===== src/rtl/osd_mam_bb_arbiter_pkg.sv =====
// Shared types for the MAM / system memory arbiter slice.
// Holds the requester index, the read-tracking pipeline entry and the
// dii_flit type used by the surrounding debug interconnect.
package osd_mam_bb_arbiter_pkg;

  // Requester identity; also the owner tag carried through the read pipeline
  typedef enum logic {
    REQ_DBG = 1'b0,
    REQ_SYS = 1'b1
  } req_idx_e;

  // One slot of the read-return pipeline
  typedef struct packed {
    logic     valid;
    req_idx_e owner;
  } rd_entry_t;

  // Debug interconnect flit, shared with the rest of the dii fabric
  typedef struct packed {
    logic        valid;
    logic        last;
    logic [15:0] data;
  } dii_flit;

  localparam rd_entry_t RD_ENTRY_IDLE = '{valid: 1'b0, owner: REQ_DBG};

  // The requester that did not win last time; wins the next tie
  function automatic req_idx_e rr_other(input req_idx_e lastGnt);
    return (lastGnt == REQ_DBG) ? REQ_SYS : REQ_DBG;
  endfunction

endpackage


===== src/rtl/osd_mam_bb_arbiter_if.sv =====
// Bus bundle between the two requesters, the arbiter and the single-port
// memory. The arbiter uses the slave view; the environment (requesters plus
// memory) uses the master view.
interface osd_mam_bb_arbiter_if #(
  parameter int DATA_WIDTH = 16,
  parameter int ADDR_WIDTH = 32
);

  logic                  dbg_en_i;
  logic                  dbg_we_i;
  logic [ADDR_WIDTH-1:0] dbg_addr_i;
  logic [DATA_WIDTH-1:0] dbg_din_i;
  logic                  dbg_gnt_o;
  logic                  dbg_rvalid_o;
  logic [DATA_WIDTH-1:0] dbg_dout_o;

  logic                  sys_en_i;
  logic                  sys_we_i;
  logic [ADDR_WIDTH-1:0] sys_addr_i;
  logic [DATA_WIDTH-1:0] sys_din_i;
  logic                  sys_gnt_o;
  logic                  sys_rvalid_o;
  logic [DATA_WIDTH-1:0] sys_dout_o;

  logic                  dbg_lock_i;

  logic [ADDR_WIDTH-1:0] addr_o;
  logic [DATA_WIDTH-1:0] din_o;
  logic                  en_o;
  logic                  we_o;
  logic [DATA_WIDTH-1:0] dout_i;

  modport slave (
    input  dbg_en_i, dbg_we_i, dbg_addr_i, dbg_din_i,
    input  sys_en_i, sys_we_i, sys_addr_i, sys_din_i,
    input  dbg_lock_i, dout_i,
    output dbg_gnt_o, dbg_rvalid_o, dbg_dout_o,
    output sys_gnt_o, sys_rvalid_o, sys_dout_o,
    output addr_o, din_o, en_o, we_o
  );

  modport master (
    output dbg_en_i, dbg_we_i, dbg_addr_i, dbg_din_i,
    output sys_en_i, sys_we_i, sys_addr_i, sys_din_i,
    output dbg_lock_i, dout_i,
    input  dbg_gnt_o, dbg_rvalid_o, dbg_dout_o,
    input  sys_gnt_o, sys_rvalid_o, sys_dout_o,
    input  addr_o, din_o, en_o, we_o
  );

endinterface


===== src/rtl/osd_mam_bb_arbiter_rdtrack.sv =====
// Read-return tracker: a READ_LATENCY-deep shift register of {valid, owner}.
// A read granted in cycle t reaches the last stage in cycle t+READ_LATENCY,
// which is exactly when the memory presents its data.
module osd_mam_bb_rdtrack
  import osd_mam_bb_arbiter_pkg::*;
#(
  parameter int READ_LATENCY = 1
) (
  input  logic     i_clk,
  input  logic     i_rstN,
  input  logic     i_push,
  input  req_idx_e i_owner,
  output logic     o_dbgRvalid,
  output logic     o_sysRvalid
);

  rd_entry_t r_pipe [READ_LATENCY];
  rd_entry_t w_head;

  // Shift granted reads toward the output; reset drops anything in flight
  always_ff @(posedge i_clk) begin
    if (!i_rstN) begin
      for (int i = 0; i < READ_LATENCY; i++) begin
        r_pipe[i] <= RD_ENTRY_IDLE;
      end
    end else begin
      r_pipe[0] <= '{valid: i_push, owner: i_owner};
      for (int i = 1; i < READ_LATENCY; i++) begin
        r_pipe[i] <= r_pipe[i-1];
      end
    end
  end

  assign w_head = r_pipe[READ_LATENCY-1];

  // Return strobes are forced low while reset is held
  assign o_dbgRvalid = i_rstN & w_head.valid & (w_head.owner == REQ_DBG);
  assign o_sysRvalid = i_rstN & w_head.valid & (w_head.owner == REQ_SYS);

endmodule


===== src/rtl/osd_mam_bb_arbiter.sv =====
// Two-port arbiter sharing one single-port memory between the debug (MAM)
// requester and the system requester. Grants are combinational and
// round-robin; reads return through osd_mam_bb_rdtrack.
// Optional feature: define OSD_MAM_BB_ARB_LOCK_EN to let the debug side lock
// the memory for a burst, bounded by LOCK_MAX blocked system cycles.
module osd_mam_bb_arbiter
  import osd_mam_bb_arbiter_pkg::*;
#(
  parameter int DATA_WIDTH   = 16,
  parameter int ADDR_WIDTH   = 32,
  parameter int READ_LATENCY = 1,
  parameter int LOCK_MAX     = 64
) (
  input logic                 clk_i,
  input logic                 rst_ni,
  osd_mam_bb_arbiter_if.slave bus
);

  req_idx_e              r_lastGnt;
  logic                  w_dbgGnt;
  logic                  w_sysGnt;
  logic                  w_lockEff;
  logic                  w_en;
  logic                  w_we;
  logic [ADDR_WIDTH-1:0] w_addr;
  logic [DATA_WIDTH-1:0] w_din;
  logic                  w_rdPush;
  req_idx_e              w_rdOwner;
  logic                  w_dbgRvalid;
  logic                  w_sysRvalid;

`ifdef OSD_MAM_BB_ARB_LOCK_EN
  localparam int LOCK_CNT_W = $clog2(LOCK_MAX + 1);

  logic                  r_lock;
  logic [LOCK_CNT_W-1:0] r_lockCnt;
  logic                  w_lockExpire;

  // The lock only holds while the debug side keeps asking for it
  assign w_lockEff    = r_lock & bus.dbg_lock_i;
  assign w_lockExpire = w_lockEff & bus.sys_en_i &
                        (r_lockCnt == LOCK_CNT_W'(LOCK_MAX - 1));

  // Arm on a locked debug grant, count starved system cycles, force release at LOCK_MAX
  always_ff @(posedge clk_i) begin
    if (!rst_ni) begin
      r_lock    <= 1'b0;
      r_lockCnt <= '0;
    end else if (w_lockExpire || !bus.dbg_lock_i) begin
      r_lock    <= 1'b0;
      r_lockCnt <= '0;
    end else begin
      if (w_dbgGnt) begin
        r_lock <= 1'b1;
      end
      if (w_lockEff && bus.sys_en_i) begin
        r_lockCnt <= r_lockCnt + LOCK_CNT_W'(1);
      end
    end
  end
`else
  logic w_unusedLock;

  // Without locking the lock request and its bound have no function
  assign w_lockEff    = 1'b0;
  assign w_unusedLock = bus.dbg_lock_i | (LOCK_MAX == 0);
`endif

  // Pick at most one requester this cycle; nothing is granted during reset
  always_comb begin
    w_dbgGnt = 1'b0;
    w_sysGnt = 1'b0;
    if (rst_ni) begin
      if (w_lockEff) begin
        w_dbgGnt = bus.dbg_en_i;
      end else if (bus.dbg_en_i && bus.sys_en_i) begin
        if (rr_other(r_lastGnt) == REQ_DBG) begin
          w_dbgGnt = 1'b1;
        end else begin
          w_sysGnt = 1'b1;
        end
      end else begin
        w_dbgGnt = bus.dbg_en_i;
        w_sysGnt = bus.sys_en_i;
      end
    end
  end

  // Remember the latest winner; idle cycles leave it alone
  always_ff @(posedge clk_i) begin
    if (!rst_ni) begin
      r_lastGnt <= REQ_SYS;
    end else if (w_dbgGnt) begin
      r_lastGnt <= REQ_DBG;
    end else if (w_sysGnt) begin
      r_lastGnt <= REQ_SYS;
    end
  end

  // Route the winner onto the memory port, all zeros when idle
  always_comb begin
    w_en   = 1'b0;
    w_we   = 1'b0;
    w_addr = '0;
    w_din  = '0;
    if (w_dbgGnt) begin
      w_en   = 1'b1;
      w_we   = bus.dbg_we_i;
      w_addr = bus.dbg_addr_i;
      w_din  = bus.dbg_din_i;
    end else if (w_sysGnt) begin
      w_en   = 1'b1;
      w_we   = bus.sys_we_i;
      w_addr = bus.sys_addr_i;
      w_din  = bus.sys_din_i;
    end
  end

  assign w_rdPush  = (w_dbgGnt & ~bus.dbg_we_i) | (w_sysGnt & ~bus.sys_we_i);
  assign w_rdOwner = w_sysGnt ? REQ_SYS : REQ_DBG;

  osd_mam_bb_rdtrack #(
    .READ_LATENCY (READ_LATENCY)
  ) u_rdtrack (
    .i_clk       (clk_i),
    .i_rstN      (rst_ni),
    .i_push      (w_rdPush),
    .i_owner     (w_rdOwner),
    .o_dbgRvalid (w_dbgRvalid),
    .o_sysRvalid (w_sysRvalid)
  );

  assign bus.dbg_gnt_o    = w_dbgGnt;
  assign bus.sys_gnt_o    = w_sysGnt;
  assign bus.en_o         = w_en;
  assign bus.we_o         = w_we;
  assign bus.addr_o       = w_addr;
  assign bus.din_o        = w_din;
  assign bus.dbg_rvalid_o = w_dbgRvalid;
  assign bus.sys_rvalid_o = w_sysRvalid;
  assign bus.dbg_dout_o   = w_dbgRvalid ? bus.dout_i : '0;
  assign bus.sys_dout_o   = w_sysRvalid ? bus.dout_i : '0;

endmodule


===== src/flat_wrapper.sv =====
// flat-port wrapper written by rule: the top's interface ports become plain ports
module osd_mam_bb_arbiter_flat import osd_mam_bb_arbiter_pkg::*;
#(
  parameter int DATA_WIDTH   = 16,
  parameter int ADDR_WIDTH   = 32,
  parameter int READ_LATENCY = 1,
  parameter int LOCK_MAX     = 64
)
  (clk_i, rst_ni, bus_dbg_en_i, bus_dbg_we_i, bus_dbg_addr_i, bus_dbg_din_i, bus_sys_en_i, bus_sys_we_i, bus_sys_addr_i, bus_sys_din_i, bus_dbg_lock_i, bus_dout_i, bus_dbg_gnt_o, bus_dbg_rvalid_o, bus_dbg_dout_o, bus_sys_gnt_o, bus_sys_rvalid_o, bus_sys_dout_o, bus_addr_o, bus_din_o, bus_en_o, bus_we_o);
  osd_mam_bb_arbiter_if #(.DATA_WIDTH(DATA_WIDTH), .ADDR_WIDTH(ADDR_WIDTH)) bus_i ();
  input logic clk_i;
  input logic rst_ni;
  input wire logic [$bits(bus_i.dbg_en_i)-1:0] bus_dbg_en_i;
  input wire logic [$bits(bus_i.dbg_we_i)-1:0] bus_dbg_we_i;
  input wire logic [$bits(bus_i.dbg_addr_i)-1:0] bus_dbg_addr_i;
  input wire logic [$bits(bus_i.dbg_din_i)-1:0] bus_dbg_din_i;
  input wire logic [$bits(bus_i.sys_en_i)-1:0] bus_sys_en_i;
  input wire logic [$bits(bus_i.sys_we_i)-1:0] bus_sys_we_i;
  input wire logic [$bits(bus_i.sys_addr_i)-1:0] bus_sys_addr_i;
  input wire logic [$bits(bus_i.sys_din_i)-1:0] bus_sys_din_i;
  input wire logic [$bits(bus_i.dbg_lock_i)-1:0] bus_dbg_lock_i;
  input wire logic [$bits(bus_i.dout_i)-1:0] bus_dout_i;
  output wire logic [$bits(bus_i.dbg_gnt_o)-1:0] bus_dbg_gnt_o;
  output wire logic [$bits(bus_i.dbg_rvalid_o)-1:0] bus_dbg_rvalid_o;
  output wire logic [$bits(bus_i.dbg_dout_o)-1:0] bus_dbg_dout_o;
  output wire logic [$bits(bus_i.sys_gnt_o)-1:0] bus_sys_gnt_o;
  output wire logic [$bits(bus_i.sys_rvalid_o)-1:0] bus_sys_rvalid_o;
  output wire logic [$bits(bus_i.sys_dout_o)-1:0] bus_sys_dout_o;
  output wire logic [$bits(bus_i.addr_o)-1:0] bus_addr_o;
  output wire logic [$bits(bus_i.din_o)-1:0] bus_din_o;
  output wire logic [$bits(bus_i.en_o)-1:0] bus_en_o;
  output wire logic [$bits(bus_i.we_o)-1:0] bus_we_o;
  assign bus_i.dbg_en_i = bus_dbg_en_i;
  assign bus_i.dbg_we_i = bus_dbg_we_i;
  assign bus_i.dbg_addr_i = bus_dbg_addr_i;
  assign bus_i.dbg_din_i = bus_dbg_din_i;
  assign bus_i.sys_en_i = bus_sys_en_i;
  assign bus_i.sys_we_i = bus_sys_we_i;
  assign bus_i.sys_addr_i = bus_sys_addr_i;
  assign bus_i.sys_din_i = bus_sys_din_i;
  assign bus_i.dbg_lock_i = bus_dbg_lock_i;
  assign bus_i.dout_i = bus_dout_i;
  assign bus_dbg_gnt_o = bus_i.dbg_gnt_o;
  assign bus_dbg_rvalid_o = bus_i.dbg_rvalid_o;
  assign bus_dbg_dout_o = bus_i.dbg_dout_o;
  assign bus_sys_gnt_o = bus_i.sys_gnt_o;
  assign bus_sys_rvalid_o = bus_i.sys_rvalid_o;
  assign bus_sys_dout_o = bus_i.sys_dout_o;
  assign bus_addr_o = bus_i.addr_o;
  assign bus_din_o = bus_i.din_o;
  assign bus_en_o = bus_i.en_o;
  assign bus_we_o = bus_i.we_o;
  osd_mam_bb_arbiter #(.DATA_WIDTH(DATA_WIDTH), .ADDR_WIDTH(ADDR_WIDTH), .READ_LATENCY(READ_LATENCY), .LOCK_MAX(LOCK_MAX)) u_core (.clk_i(clk_i), .rst_ni(rst_ni), .bus(bus_i));
endmodule

===== config.mk =====
export PLATFORM = sky130hd
export DESIGN_NAME = osd_mam_bb_arbiter_flat
export DESIGN_NICKNAME = d
export VERILOG_FILES = /design/src/rtl/osd_mam_bb_arbiter_pkg.sv /design/src/rtl/osd_mam_bb_arbiter_if.sv /design/src/rtl/osd_mam_bb_arbiter_rdtrack.sv /design/src/rtl/osd_mam_bb_arbiter.sv /design/src/flat_wrapper.sv
export SDC_FILE = /design/constraint.sdc
export NUM_CORES = 1
export LEC_CHECK = 0
export BUFFER_PORTS_ARGS = -buffer_cell sky130_fd_sc_hd__buf_4
export CORE_AREA = 2 2 78 80
export DETAILED_ROUTE_END_ITERATION = 10
export DIE_AREA = 0 0 80 82
export PLACE_DENSITY = 0.64
export REMOVE_ABC_BUFFERS = 1
export SETUP_SLACK_MARGIN = 0.4
export SYNTH_ARGS = -nofsm -noshare
export SYNTH_HDL_FRONTEND = slang
export SYNTH_SLANG_ARGS = --single-unit

===== constraint.sdc =====
create_clock -name clk_i -period 0.96 [get_ports clk_i]
set_input_delay 0.192 -clock clk_i [delete_from_list [all_inputs] [get_ports clk_i]]
set_output_delay 0.192 -clock clk_i [all_outputs]
set_load 0.01 [all_outputs]

## Yosys cells after proc, flatten, opt, wreduce, memory -nomap -nowiden

Memory sizes are Yosys's and may differ from the RTL's.
Cells that the tools add are included.

| storage, ports and cells | value |
|---|---|
| input bits | 119 |
| memory bits (writable) | 2 |
| flip-flop bits (word level) | 1 |
| memories | 1 |
| logic and storage cells | 36 |

| operators by class | value |
|---|---|
| bitwise operators | 9 |
| reductions and logical operators | 3 |
| multiplexer cells | 22 |

Memories:

| name | depth | width | read ports | clocked after memory_dff | wr ports | line | text |
|---|---|---|---|---|---|---|---|
| u_core.u_rdtrack.r_pipe | 1 | 2 | 1 | 0 | 1 | osd_mam_bb_arbiter_rdtrack.sv:17 | `rd_entry_t r_pipe [READ_LATENCY];` |

Operator list:

| operator | count |
|---|---|
| 16-bit 2-to-1 mux | 4 |
| 32-bit 2-to-1 mux | 2 |
| 1-bit 2-to-1 mux | 15 |
| 1-bit AND | 5 |
| 1-bit NOT | 3 |
| 2-bit 2-to-1 mux | 1 |
| 2-bit nonzero test | 1 |
| 2-bit OR reduction | 1 |
| 1-bit logical AND | 1 |
| 1-bit bitwise OR | 1 |

## Longest topological paths before layout

| depth | value |
|---|---|
| word-level depth | 6 |
| depth in mapped cells | 4 |
| gate-level depth less buffers | 3 |

## By module

Synthesis repeated with hierarchy kept, for this count alone.

| unflattened totals | value |
|---|---|
| cells, all modules | 228 |
| area total of the unflattened synthesis | 1,760.4 µm² |

By module, submodules not included:

| module | cells an instance | area each (µm²) | instances |
|---|---|---|---|
| osd_mam_bb_arbiter | 222 | 1,690.4 | 1 |
| osd_mam_bb_rdtrack | 6 | 70.1 | 1 |

## Worst setup path after synthesis

OpenSTA, ideal clock, no wires.

| timing | value |
|---|---|
| kind | reg2out |
| start | memory u_core.u_rdtrack.r_pipe[0][0] in the netlist's numbering |
| end | output port bus_sys_dout_o[10] |
| data required time | 0.768 ns |
| data arrival time | 0.920 ns |
| setup slack | -0.152 ns |
| buffers on the path | 1 |
| stages on the path, launching flop included | 5 |
| path through | dfxtp_1 -> inv_1 -> nor2_4 -> buf_4 -> and2_1 |

| between the ends | value |
|---|---|
| cells in the longest elaborated chain, start to end | 3 |

RTL lines:

| what | line | text |
|---|---|---|
| start, declared | osd_mam_bb_arbiter_rdtrack.sv:17 |  |
| memory 1 x 2 bit | - |  |
| 1-bit AND | osd_mam_bb_arbiter_rdtrack.sv:38 | `assign o_sysRvalid = i_rstN & w_head.valid & (w_head.owner == REQ_SYS);` |
| named net bus_sys_rvalid_o | flat_wrapper.sv:27 | `output wire logic [$bits(bus_i.sys_rvalid_o)-1:0] bus_sys_rvalid_o;` |
| 16-bit 2-to-1 mux | osd_mam_bb_arbiter.sv:142 | `assign bus.sys_dout_o = w_sysRvalid ? bus.dout_i : '0;` |
| end, declared | flat_wrapper.sv:28 | `output wire logic [$bits(bus_i.sys_dout_o)-1:0] bus_sys_dout_o;` |

The timed path passes the listed nets, and every way through them passes these cells.

## Final worst setup path

| timing | value |
|---|---|
| start | register u_core.r_lastGnt |
| end | output port bus_addr_o[1] |

| between the ends | value |
|---|---|
| cells in the longest elaborated chain, start to end | 5 |
| elaborated cells on any way between the ends | 8 |
| classes of those cells | mux: 8 |

RTL lines:

| what | line | text |
|---|---|---|
| start, declared | osd_mam_bb_arbiter.sv:19 | `req_idx_e r_lastGnt;` |
| start signal, assigned | osd_mam_bb_arbiter.sv:92 | `r_lastGnt <= REQ_SYS;` |
| start signal, assigned | osd_mam_bb_arbiter.sv:94 | `r_lastGnt <= REQ_DBG;` |
| start signal, assigned | osd_mam_bb_arbiter.sv:96 | `r_lastGnt <= REQ_SYS;` |
| 1-bit 2-to-1 mux | osd_mam_bb_arbiter.sv:77 | `if (rr_other(r_lastGnt) == REQ_DBG) begin` |
| 1-bit 2-to-1 mux | osd_mam_bb_arbiter.sv:76 | `end else if (bus.dbg_en_i && bus.sys_en_i) begin` |
| 1-bit 2-to-1 mux | osd_mam_bb_arbiter.sv:73 | `if (rst_ni) begin` |
| 32-bit 2-to-1 mux | osd_mam_bb_arbiter.sv:111 | `end else if (w_sysGnt) begin` |
| 32-bit 2-to-1 mux * | osd_mam_bb_arbiter.sv:106 | `if (w_dbgGnt) begin` |
| end, declared | flat_wrapper.sv:29 | `output wire logic [$bits(bus_i.addr_o)-1:0] bus_addr_o;` |

Every way passes the cells marked *; elsewhere a longest branch is shown, timed or not.

==> flow_summary_export.csv <==
group,metric,value,unit
clocking,cts-root-buf,"clkbuf_8",
setup_path,cp_data_arrival_time,1290,ps
synthesis,ys_async_sr_fraction,0,%
global_route,use_met3,4.62,%
die,die_w,80,µm
synthesis,yosys.area.top_type_share,32.4,%
power_and_ir_drop,p_total,2.08,mW
placed_design,dpl.hpwl,4900,µm
global_route,grt.total_usage,18.2,%
finish,seq_area,66.3,µm²
global_route,grt_pass1_wl,9690,µm
detailed_routing,drc,0,
setup_path,worst-path-buf-inv,3,
global_route,antenna_found_initial,0,
setup_path,end_kind,"primary output",
synthesis,synth_area_leader_cell,"nand2_1",
die,ios,205,
die,die_h,82,µm
synthesis,synth.avg_cell_area,5.23,µm²
synthesis,synth_common_cells,"101 x nand2_1, 49 x o22ai_1, 30 x and2_1, 14 x buf_2",
setup_path,worstPathMaxFanout,11,
finish,final_util,61.8,%
timing,worst_slew_pin_slew,213,ps
finish,final_area,0.00355,mm²
detailed_routing,viasPerCell,4.73,
synthesis,yosysMostFrequentCell,"nand2_1",
die,die_area,0.00656,mm²
synthesis,ys_seq_elements,3,
die,fp-row-count,28,
synthesis,yosysUniqueCellTypes,18,
clocking,cts_buffer_depth,2,
die,initial_core_util,20.4,%
finish,fin_nets,555,
clocking,tritoncts,"yes",
setup_path,crit_chain,"o21ai_4 > buf_12 > clkbuf_16 > o22ai_2 > buf_4",
detailed_routing,wl_per_cell,14.4,µm
timing,hold_viol_final,0,
clocking,clk_latency,230,ps
setup_path,critical_path_class,"flop to primary output",
placed_design,gp_congestion,0.771,
timing,drv_slew,0,
timing,fin_ws,-519,ps
finish,diodes,0,
global_route,use_met2,36.9,%
global_route,first_global_vias,2151,
global_route,grt_use_met1,18.6,%
finish,syn_to_final_growth,203,%
power_and_ir_drop,p_leak,1.80,nW
status,violations,"negative setup slack",
synthesis,synth_area_leaders,"nand2_1 32%, o22ai_1 26%, and2_1 16%, buf_2 6.0%, dfxtp_1 5.1%",
power_and_ir_drop,ir_worst_vdd,0.320,mV
timing,setup_violations,86,
placed_design,dp_slack,-275,ps
job,maxCapViolCount,0,
timing,fin_tns_setup,-37180,ps
timing,finalCriticalPeriod,1480,ps
clocking,clkSinkCount,3,
setup_path,worst_path_max_delay_cell,"dfxtp_4",
timing,slew_headroom,85.8,%
synthesis,syn_area,0.00117,mm²
clocking,ctsHtreeMaxLevel,1,
die,coreArea,0.00575,mm²
detailed_routing,vias,2410,
global_route,grt_max_degree,51,
timing,rsz0062_at_grt,"yes",
synthesis,syn_inst,224,
clocking,clkTransAtPathRegs,40,ps
detailed_routing,antenna_left,0,
status,outcome,"finished, violations left",
synthesis,ys_warn_count,0,
setup_path,worstPathRequired,770,ps
timing,fin_worst_skew,4.07,ps
placed_design,numPortBuffers,203,
finish,drive_gt1_share,68.0,%
clocking,numCtsBuffers,3,
synthesis,synth_flop_cell,"dfxtp_1",
detailed_routing,totalWireLength,7350,µm
detailed_routing,drt-pass1-iter-count,4,
global_route,grt-busiest-layer,"met2",
finish,multi_input_area,0.00128,mm²
global_route,overflow,0,
timing,timing.final.crit_share,154,%
setup_path,cp_top_family,"buffers and inverters",
finish,fill_cells,525,
setup_path,slowest_delay,360,ps
power_and_ir_drop,pwr_density_cell,587,mW/mm²
synthesis,synth-edff-count,0,
setup_path,start_kind,"flop",
placed_design,placed_area,0.00282,mm²
timing,fmax,676,MHz
synthesis,synth_seq_area_share,5.13,%
min_path,hold_class,"input pin to flop",
detailed_routing,drt_iter0_drc,75,
## final cells by class
class,instances,share of cell area (%)
timing repair buffer,228,57.7
sequential,3,1.87
inverter,3,0.529
clock buffer,4,1.27
multi-input combinational,197,36.0
tap,75,2.64
## flip-flops by register name, indices dropped and copies added, names as in the netlist
name	count
u_core.u_rdtrack.r_pipe	2
u_core.r_lastGnt	1
## final timing paths
| path | slack, ps | start | to | depth (start not counted) |
|---|---|---|---|---|
| hold reg to reg | 530 | u_core.r_lastGnt$_SDFFE_PN1P_ | u_core.r_lastGnt$_SDFFE_PN1P_ | 2 |
| hold / removal | 180 | bus_sys_we_i | u_core.u_rdtrack.r_pipe[0][1]$_SDFF_PN0_ | 2 |
| setup / recovery | -520 | u_core.r_lastGnt$_SDFFE_PN1P_ | bus_addr_o[1] | 5 |
| setup reg to reg | -150 | u_core.r_lastGnt$_SDFFE_PN1P_ | u_core.u_rdtrack.r_pipe[0][1]$_SDFF_PN0_ | 5 |
## placed cells by master (no fill, tap or decap), drive strengths merged, types with 2 or more instances in the layout
master / instances
o22ai: 49
o21ai: 2
dfxtp: 3
clkbuf: 6
nor2: 11
buf: 226
inv: 3
and2: 30
nand2: 102
## kinds of logic after synthesis
kind of cell	share of synthesized area [%]
and+or+nand+nor	54.1
AOI/OAI and AO/OA	28.7
buffers and inverters	12.1
DFF	5.13
## timing repair
action                     CTS  global route
gates resized for setup     38            67
hold buffers                 0             0
pin swaps                   20            29
setup endpoints to repair   89            89
gates cloned                 6             2
setup buffers                4             4
## metal layers
layer  routed length (µm)  vias up
li1                     -     1178
met1                 2490     1102
met2                 4060      126
met3                  746        4
met4                   51        0
met5                    0        -
## stage by stage
stage                     hold slack [ps]  instances
after floorplan                       254        201
after global placement                408        490
after detailed placement              405        490
after CTS                             186        504
after global routing                  188        510
final                                 181        510
## where the power goes
part / switching, mW / internal [mW]
Combinational: 0.647 / 0.899
Clock: 0.108 / 0.285
Sequential: 0.00987 / 0.134
Total: 0.765 / 1.32
No activity file was read; power rests on OpenSTA's default activity.
